## src/rtl/sr_ff_from_jk_bank.sv

```systemverilog
// Bank of SR flip-flops built on JK cores, with S=R=1 detection, fault/lock FSM
// and a saturating illegal-event counter (counter present only with SR_FF_ERR_CNT_EN).
module sr_ff_from_jk_bank #(
  parameter int WIDTH          = 4,
  parameter int CNT_W          = 8,
  parameter int ILLEGAL_POLICY = 0,
  parameter int LOCK_THRESH    = 3
) (
  input  logic             clk,
  input  logic             rst_n,
  input  logic             en,
  input  logic [WIDTH-1:0] S,
  input  logic [WIDTH-1:0] R,
  input  logic             clr_err,
  output logic [WIDTH-1:0] Q,
  output logic [WIDTH-1:0] Qb,
  output logic [WIDTH-1:0] illegal,
  output logic             err_sticky,
  output logic             locked,
  output logic [CNT_W-1:0] err_cnt
);

  localparam logic [1:0] ST_NORMAL = 2'd0;
  localparam logic [1:0] ST_FAULT  = 2'd1;
  localparam logic [1:0] ST_LOCKED = 2'd2;
  localparam logic [3:0] THRESH    = 4'(LOCK_THRESH);

  logic [WIDTH-1:0] sr_ill;
  logic [WIDTH-1:0] j;
  logic [WIDTH-1:0] k;
  logic [WIDTH-1:0] q_next;
  logic             any_ill;
  logic [1:0]       state;
  logic [3:0]       consec;
  logic [3:0]       consec_inc;

  function automatic logic [CNT_W-1:0] sat_inc(input logic [CNT_W-1:0] v);
    return (&v) ? v : v + CNT_W'(1);
  endfunction

  // Legal bits drive J=S, K=R; illegal bits get J/K from the resolution policy.
  always_comb begin
    sr_ill = S & R;
    j      = S & ~sr_ill;
    k      = R & ~sr_ill;
    case (ILLEGAL_POLICY)
      1:       j = S;
      2:       k = R;
      3:       begin j = S; k = R; end
      default: ;
    endcase
  end

  assign q_next     = (j & ~Q) | (~k & Q);
  assign any_ill    = (|sr_ill) & en;
  assign consec_inc = consec + 4'd1;
  assign Qb         = ~Q;
  assign locked     = (state == ST_LOCKED);

  // JK core: state at the edge decides whether Q is frozen.
  always_ff @(posedge clk or negedge rst_n) begin
    if (!rst_n) begin
      Q       <= '0;
      illegal <= '0;
    end else if (en) begin
      illegal <= sr_ill;
      if (state != ST_LOCKED) Q <= q_next;
    end
  end

  always_ff @(posedge clk or negedge rst_n) begin
    if (!rst_n) begin
      state      <= ST_NORMAL;
      consec     <= 4'd0;
      err_sticky <= 1'b0;
    end else if (clr_err) begin
      state      <= ST_NORMAL;
      consec     <= 4'd0;
      err_sticky <= 1'b0;
    end else begin
      if (any_ill) err_sticky <= 1'b1;
      case (state)
        ST_NORMAL: begin
          if (any_ill) begin
            consec <= 4'd1;
            state  <= (THRESH <= 4'd1) ? ST_LOCKED : ST_FAULT;
          end
        end
        ST_FAULT: begin
          if (any_ill) begin
            consec <= consec_inc;
            if (consec_inc >= THRESH) state <= ST_LOCKED;
          end else if (en) begin
            consec <= 4'd0;
          end
        end
        ST_LOCKED: ;
        default: state <= ST_NORMAL;
      endcase
    end
  end

`ifdef SR_FF_ERR_CNT_EN
  always_ff @(posedge clk or negedge rst_n) begin
    if (!rst_n)       err_cnt <= '0;
    else if (clr_err) err_cnt <= '0;
    else if (any_ill) err_cnt <= sat_inc(err_cnt);
  end
`else
  assign err_cnt = '0;
`endif

endmodule

```

## config.mk

```make
export PLATFORM = sky130hd
export DESIGN_NAME = sr_ff_from_jk_bank
export DESIGN_NICKNAME = d
export VERILOG_FILES = /design/src/rtl/sr_ff_from_jk_bank.sv
export SDC_FILE = /design/constraint.sdc
export NUM_CORES = 1
export LEC_CHECK = 0
export ABC_AREA = 0
export CORE_ASPECT_RATIO = 0.8
export CORE_MARGIN = 1.5
export CORE_UTILIZATION = 30
export CTS_CLUSTER_DIAMETER = 150
export CTS_CLUSTER_SIZE = 12
export DETAILED_ROUTE_END_ITERATION = 6
export HOLD_SLACK_MARGIN = 0.03
export PLACE_DENSITY = 0.69
export REMOVE_ABC_BUFFERS = 1
export SLEW_MARGIN = 0
export SYNTH_ARGS = -nofsm -noshare
export SYNTH_HDL_FRONTEND = slang
export SYNTH_SLANG_ARGS = --single-unit
```

## constraint.sdc

```tcl
create_clock -name clk -period 1.7 [get_ports clk]
set_input_delay 0.34 -clock clk [delete_from_list [all_inputs] [get_ports clk]]
set_output_delay 0.34 -clock clk [all_outputs]
set_load 0.02 [all_outputs]
```

==> results.toml, run 1 <==
[route]
drt_iter0_markers = 20
wl_per_cell_um = 12.4
final_antenna_net_count = 0
first_pass_iters = 4
drc = 0
finalWirelength_um = 2210
vias = 819
routed_via_density = 4.60

[power_and_ir_drop]
power_density_nw_per_um2 = 843
finalPower_uw = 1090
power.leakage_uw = 0.000629
peakVddDrop_mv = 0.602

[setup_path]
crit_arrival_ns = 1.31
crit_family = "buffers and inverters"
cp_max_fo = 4
critPathBufInv = 1
path_cells = "clkdlybuf4s50_1"
start_kind = "flop"
end_kind = "output pin"
slowest_stage = "clkdlybuf4s50_1"
crit_type = "flop to output pin"
worstPathRequired_ns = 1.36
cp_slowest_stage_delay_ns = 0.62

[synthesis]
yosys_warnings = 0
yosysTopAreaCellShare_pct = 43.4
syn_area_um2 = 866
synth_area_leaders = "dfrtp_1, o21ai_0, buf_4"
ys_seq_area_share_pct = 43.4
avgSynthCellArea_um2 = 9.21
synthCells = 94
yosys.area.top_type = "dfrtp_1"
synth.ff_latch_count = 15
synth.distinct_cells = 28

[floorplan]
pin_count = 34
rows = 17
die_w_um = 63.1
design.die.area_um2 = 3220
core_um2 = 2740
die_y_um = 51.1
start_util_pct = 31.6

[clock_network]
path_clk_slew_ns = 0.10
cts_tree = "done"
ctsHoldBuffers = 0
cts_buffers = 3
ctsRootBufferMaster = "clkbuf_4"
insertion_delay_ns = 0.29
post_cts_buffers = 0
clockBufferDepth = 2
cts_htree_levels = 1
cts_sinks = 15

[timing]
fin_setup_tns_ns = 0
clock_skew_ns = 0.00638
setup_viol = 0
fin_crit_sh_pct = 97.0
grt_setup_unrepaired = "yes"
hold_viol = 0
period_needed_ns = 1.65
timing.fmax_mhz = 606
slew_violations = 0

[global_route]
antenna_found_initial = 0
grt_pass1_wl_um = 3660
grt_pass1_vias = 822
gr-usage-all-layers_pct = 14.9
grt_max_degree = 16
overflow = 0

[cells_and_area]
fill_cells = 280
multi_input_area_um2 = 412
layout-drive-gt1-share_pct = 20.7
fin_nets = 155
n_antenna_cell = 0
synthToLayoutAreaGrowth_pct = 49.4
regArea_um2 = 377

[outcome]
status = "complete, no violations"

[placement]
hpwl_um = 1680
io_buffers = 25
gp_congestion = 0.791

[flow_run]
maxCapViolCount = 0

[worst_hold_path]
hold_class = "input pin to async pin"
layer usage:
metal,track usage [%],share of wire [%]
met1,18.2,47
met2,25.5,48
met3,5.07,4.9
met4,3.33,0.50
met5,0,0
final timing paths:
path,startpoint,to,slack (ns),cells past startpoint
worst max-delay path,Q[3]$_DFFE_PN0P_,Q[3],0.05,1
worst min-delay path,rst_n,state[1]$_DFFE_PN0P_,0.35,2
worst max register to register,consec[1]$_DFFE_PN0P_,state[1]$_DFFE_PN0P_,0.10,5
worst min register to register,err_sticky$_DFFE_PN0N_,err_sticky$_DFFE_PN0N_,0.52,2
max in group asynchronous,rst_n,state[1]$_DFFE_PN0P_,1.15,2
min in group clk,err_sticky$_DFFE_PN0N_,err_sticky$_DFFE_PN0N_,0.52,2
worst register-to-register path: cells and delay by family, from the launching register on:
| kind | cells | cell delay, ns |
|---|---|---|
| AOI/OAI and AO/OA | 1 | 0.09 |
| adders and majority gates | 1 | 0.21 |
| and+or+nand+nor | 3 | 0.76 |
| DFF | 1 | 0.44 |
kinds of logic after synthesis:
kind of cell | share of synthesized area, %
AOI/OAI and AO/OA | 21.2
and+or+nand+nor | 16.9
buffers and inverters | 12.1
DFF | 43.4
xor gates and xnor gates | 3.04
adders and majority gates | 2.89
other | 0.433
cell type report:
class / count / area share (%)
inverter: 11 / 3.19
tap: 38 / 3.68
clock inverter: 1 / 0.387
timing repair buffer: 44 / 30.1
clock buffer: 3 / 1.74
multi-input combinational: 66 / 31.8
sequential: 15 / 29.1
repair_timing:
item                                    in CTS  in global routing
pin swaps                                    0                  0
resized for setup                            6                  1
endpoints found under the setup margin       5                  2
through the flow:
step / utilization [%] / worst slack (ns) / instances / hold slack [ns] / cell area [um2]
after global placement: 46.2 / -0.112 / 174 / 0.499 / 1270
after global routing: 47.2 / -0.0139 / 178 / 0.372 / 1290
after CTS: 47.1 / 0.0192 / 178 / 0.359 / 1290
after detailed placement: 46.2 / -0.115 / 174 / 0.510 / 1270
final: 47.2 / 0.0508 / 178 / 0.355 / 1290
after floorplan: - / 0.152 / 92 / 0.0444 / 828
cells in the final DEF, fill, tap and decap left out, drive strengths merged:
master / n
nand2: 10
o31ai: 1
nor2: 1
xor2: 3
ha: 2
or2: 1
o32ai: 2
buf: 19
clkdlybuf4s50: 19
o21ai: 13
nand2b: 1
a22o: 5
nand3: 5
clkinv: 1
and4bb: 1
clkbuf: 3
nor4: 1
nor2b: 1
dlymetal6s2s: 1
conb: 8
o21bai: 1
a21oi: 4
nor3b: 1
and2: 2
inv: 11
dlygate4sd2: 5
o211ai: 1
a21o: 1
or4b: 1
dfrtp: 15
state kept, by name, summed over array words and instances, names as in the netlist:
signal / cells
err_sticky: 1
state: 2
illegal: 4
Q: 4
consec: 4
synth_stat cells:
library cell,count
o32ai_1,1
nor2b_1,1
nor2_2,1
o31ai_1,1
dfrtp_1,15
xor2_1,3
nor4_2,1
o32ai_2,1
o21ai_1,1
a22o_1,5
and2_1,2
nor3b_1,1
o211ai_1,1
and4bb_2,1
or2_1,1
nand3_1,5
clkbuf_1,1
o21ai_0,12
nand2_1,10
inv_1,11
buf_4,8
o21bai_1,1
a21oi_1,4
a21o_1,1
nand2b_1,1
conb_1,1
or4b_4,1
ha_1,2
report_power, final:
part / internal [uW] / switching, uW
clock: 87.6 / 132
combinational: 210 / 224
sequential: 402 / 34.2
total: 700 / 390
Power figures use the tool's default switching activity.
==> run 2, diff against run 1 <==
--- a/config.mk
+++ b/config.mk
@@ -10,7 +10,7 @@
 export CORE_MARGIN = 1.5
 export CORE_UTILIZATION = 30
 export CTS_CLUSTER_DIAMETER = 150
-export CTS_CLUSTER_SIZE = 12
+export CTS_CLUSTER_SIZE = 25
 export DETAILED_ROUTE_END_ITERATION = 6
 export HOLD_SLACK_MARGIN = 0.03
 export PLACE_DENSITY = 0.69
==> results of run 2 <==
Same layout as run 1: the final DEF is identical, and so are final timing and power.
==> run 3, diff against run 2 <==
--- a/config.mk
+++ b/config.mk
@@ -13,7 +13,7 @@
 export CTS_CLUSTER_SIZE = 25
 export DETAILED_ROUTE_END_ITERATION = 6
 export HOLD_SLACK_MARGIN = 0.03
-export PLACE_DENSITY = 0.69
+export PLACE_DENSITY = 0.6
 export REMOVE_ABC_BUFFERS = 1
 export SLEW_MARGIN = 0
 export SYNTH_ARGS = -nofsm -noshare
==> run 3 against run 2 <==
First-iteration DRC count increased by 40%. Hold slack got worse by 0.0026 ns. Routed wire length decreased by 6.0%. Clock skew increased by 0.012 ns. Sequential share of layout area decreased by 0.48 points. Non-clock buffer count decreased by 1. Final cell count decreased by 0.56%. Die area unchanged. Global-route usage decreased by 0.43 points. Sequential power about the same. Core utilization increased by 0.64 points.
==> results.toml, run 3 (synthesized netlist as in run 1, its figures left out) <==
[worst_hold_path]
hold_class = "input pin to async pin"

[clock_network]
ctsRootBufferMaster = "clkbuf_4"
ctsHoldBuffers = 0
cts_tree = "done"
insertion_delay_ns = 0.30
path_clk_slew_ns = 0.11
cts_htree_levels = 1
cts_buffers = 3
cts_sinks = 15
clockBufferDepth = 2

[timing]
setup_viol = 0
period_needed_ns = 1.62
grt_setup_unrepaired = "no"
clock_skew_ns = 0.0181
timing.fmax_mhz = 619
hold_viol = 0
slew_violations = 0
fin_crit_sh_pct = 95.0

[cells_and_area]
fin_nets = 154
layout-drive-gt1-share_pct = 20.1
n_antenna_cell = 0
top_regs = "Q x4, consec x4, illegal x4"
final_cells = 177
final_util_pct = 47.8
final_common_cell = "buf_4"
layout_common_cells = "buf_4, clkdlybuf4s50_1, dfrtp_1"
synthToLayoutAreaGrowth_pct = 51.4

[global_route]
grt_pass1_wl_um = 3640
gr-usage-all-layers_pct = 14.5
grt_max_degree = 16
antenna_found_initial = 0
overflow = 0
grt_pass1_vias = 830

[outcome]
status = "complete, no violations"

[setup_path]
crit_arrival_ns = 1.28
start_kind = "flop"
cp_max_fo = 2
r2r_slack_ns = 0.09
cp_slowest_stage_delay_ns = 0.61
crit_type = "flop to output pin"
critPathBufInv = 1
slowest_stage = "clkdlybuf4s50_1"
crit_family = "buffers and inverters"
worstPathRequired_ns = 1.36
path_cells = "clkdlybuf4s50_1"
end_kind = "output pin"

[floorplan]
core_um2 = 2740
pin_count = 34
design.die.area_um2 = 3220
rows = 17
start_util_pct = 31.6
die_y_um = 51.1
die_w_um = 63.1

[placement]
io_buffers = 25
hpwl_um = 1630
gp_congestion = 0.769
placedCellCount = 173

[route]
drc = 0
vias = 802
routed_via_density = 4.53
wl_per_cell_um = 11.7
drt_iter0_markers = 28
finalWirelength_um = 2080
first_pass_iters = 4
final_antenna_net_count = 0

[power_and_ir_drop]
peakVddDrop_mv = 0.405
power.leakage_uw = 0.000635
power_density_nw_per_um2 = 827

[flow_run]
maxCapViolCount = 0
run 3: final timing paths:
| check | start | endpoint | depth (start not counted) |
|---|---|---|---|
| hold / removal | rst_n | consec[1]$_DFFE_PN0P_ | 2 |
| setup / recovery | illegal[0]$_DFFE_PN0P_ | illegal[0] | 1 |
| min in group clk | err_sticky$_DFFE_PN0N_ | err_sticky$_DFFE_PN0N_ | 2 |
| max in group asynchronous | rst_n | state[0]$_DFFE_PN0P_ | 2 |
| hold reg to reg | err_sticky$_DFFE_PN0N_ | err_sticky$_DFFE_PN0N_ | 2 |
| setup reg to reg | consec[1]$_DFFE_PN0P_ | state[1]$_DFFE_PN0P_ | 5 |
run 3: report_power, final:
group | leakage [uW] | total [uW] | internal, uW | switching, uW
Clock | 0.0000139 | 219 | 89.5 | 129
Combinational | 0.000434 | 430 | 213 | 217
Sequential | 0.000188 | 436 | 401 | 34.4
run 3: what timing repair did:
| action | CTS | global route |
|---|---|---|
| cloned | 0 | 0 |
| resized for setup | 5 | 7 |
| setup endpoints to repair | 5 | 6 |
| setup buffers | 0 | 0 |
| hold endpoints to repair | 0 | 0 |
run 3: routing by layer:
metal  up-vias  global-route usage, %  routed length (um)
met2        24                   23.9                 907
met4         0                   2.22                   0
met1       381                   18.8                1050
met5         -                      0                   0
li1        397                      -                   -
met3         0                   4.85                 124
run 3: layout make-up:
cell class	instances	area [um2]
inverter	11	41.3
tap	38	47.5
clock inverter	1	7.51
clock buffer	3	22.5
timing repair buffer	43	389
fill	291	1430
sequential	15	375
multi-input combinational	66	428
run 3: stage by stage:
stage          hold slack [ns]  setup WS, ns  total power, uW  setup TNS, ns  instance area [um2]
6_report                 0.352        0.0847             1080              0                 1310
5_1_grt                  0.352       0.00712             1170              0                 1310
4_1_cts                  0.353        0.0269             1100              0                 1280
3_5_place_dp             0.519        -0.185              883         -0.784                 1260
3_3_place_gp             0.502        -0.127              879         -0.481                 1260
2_1_floorplan           0.0444         0.152              651              0                  828
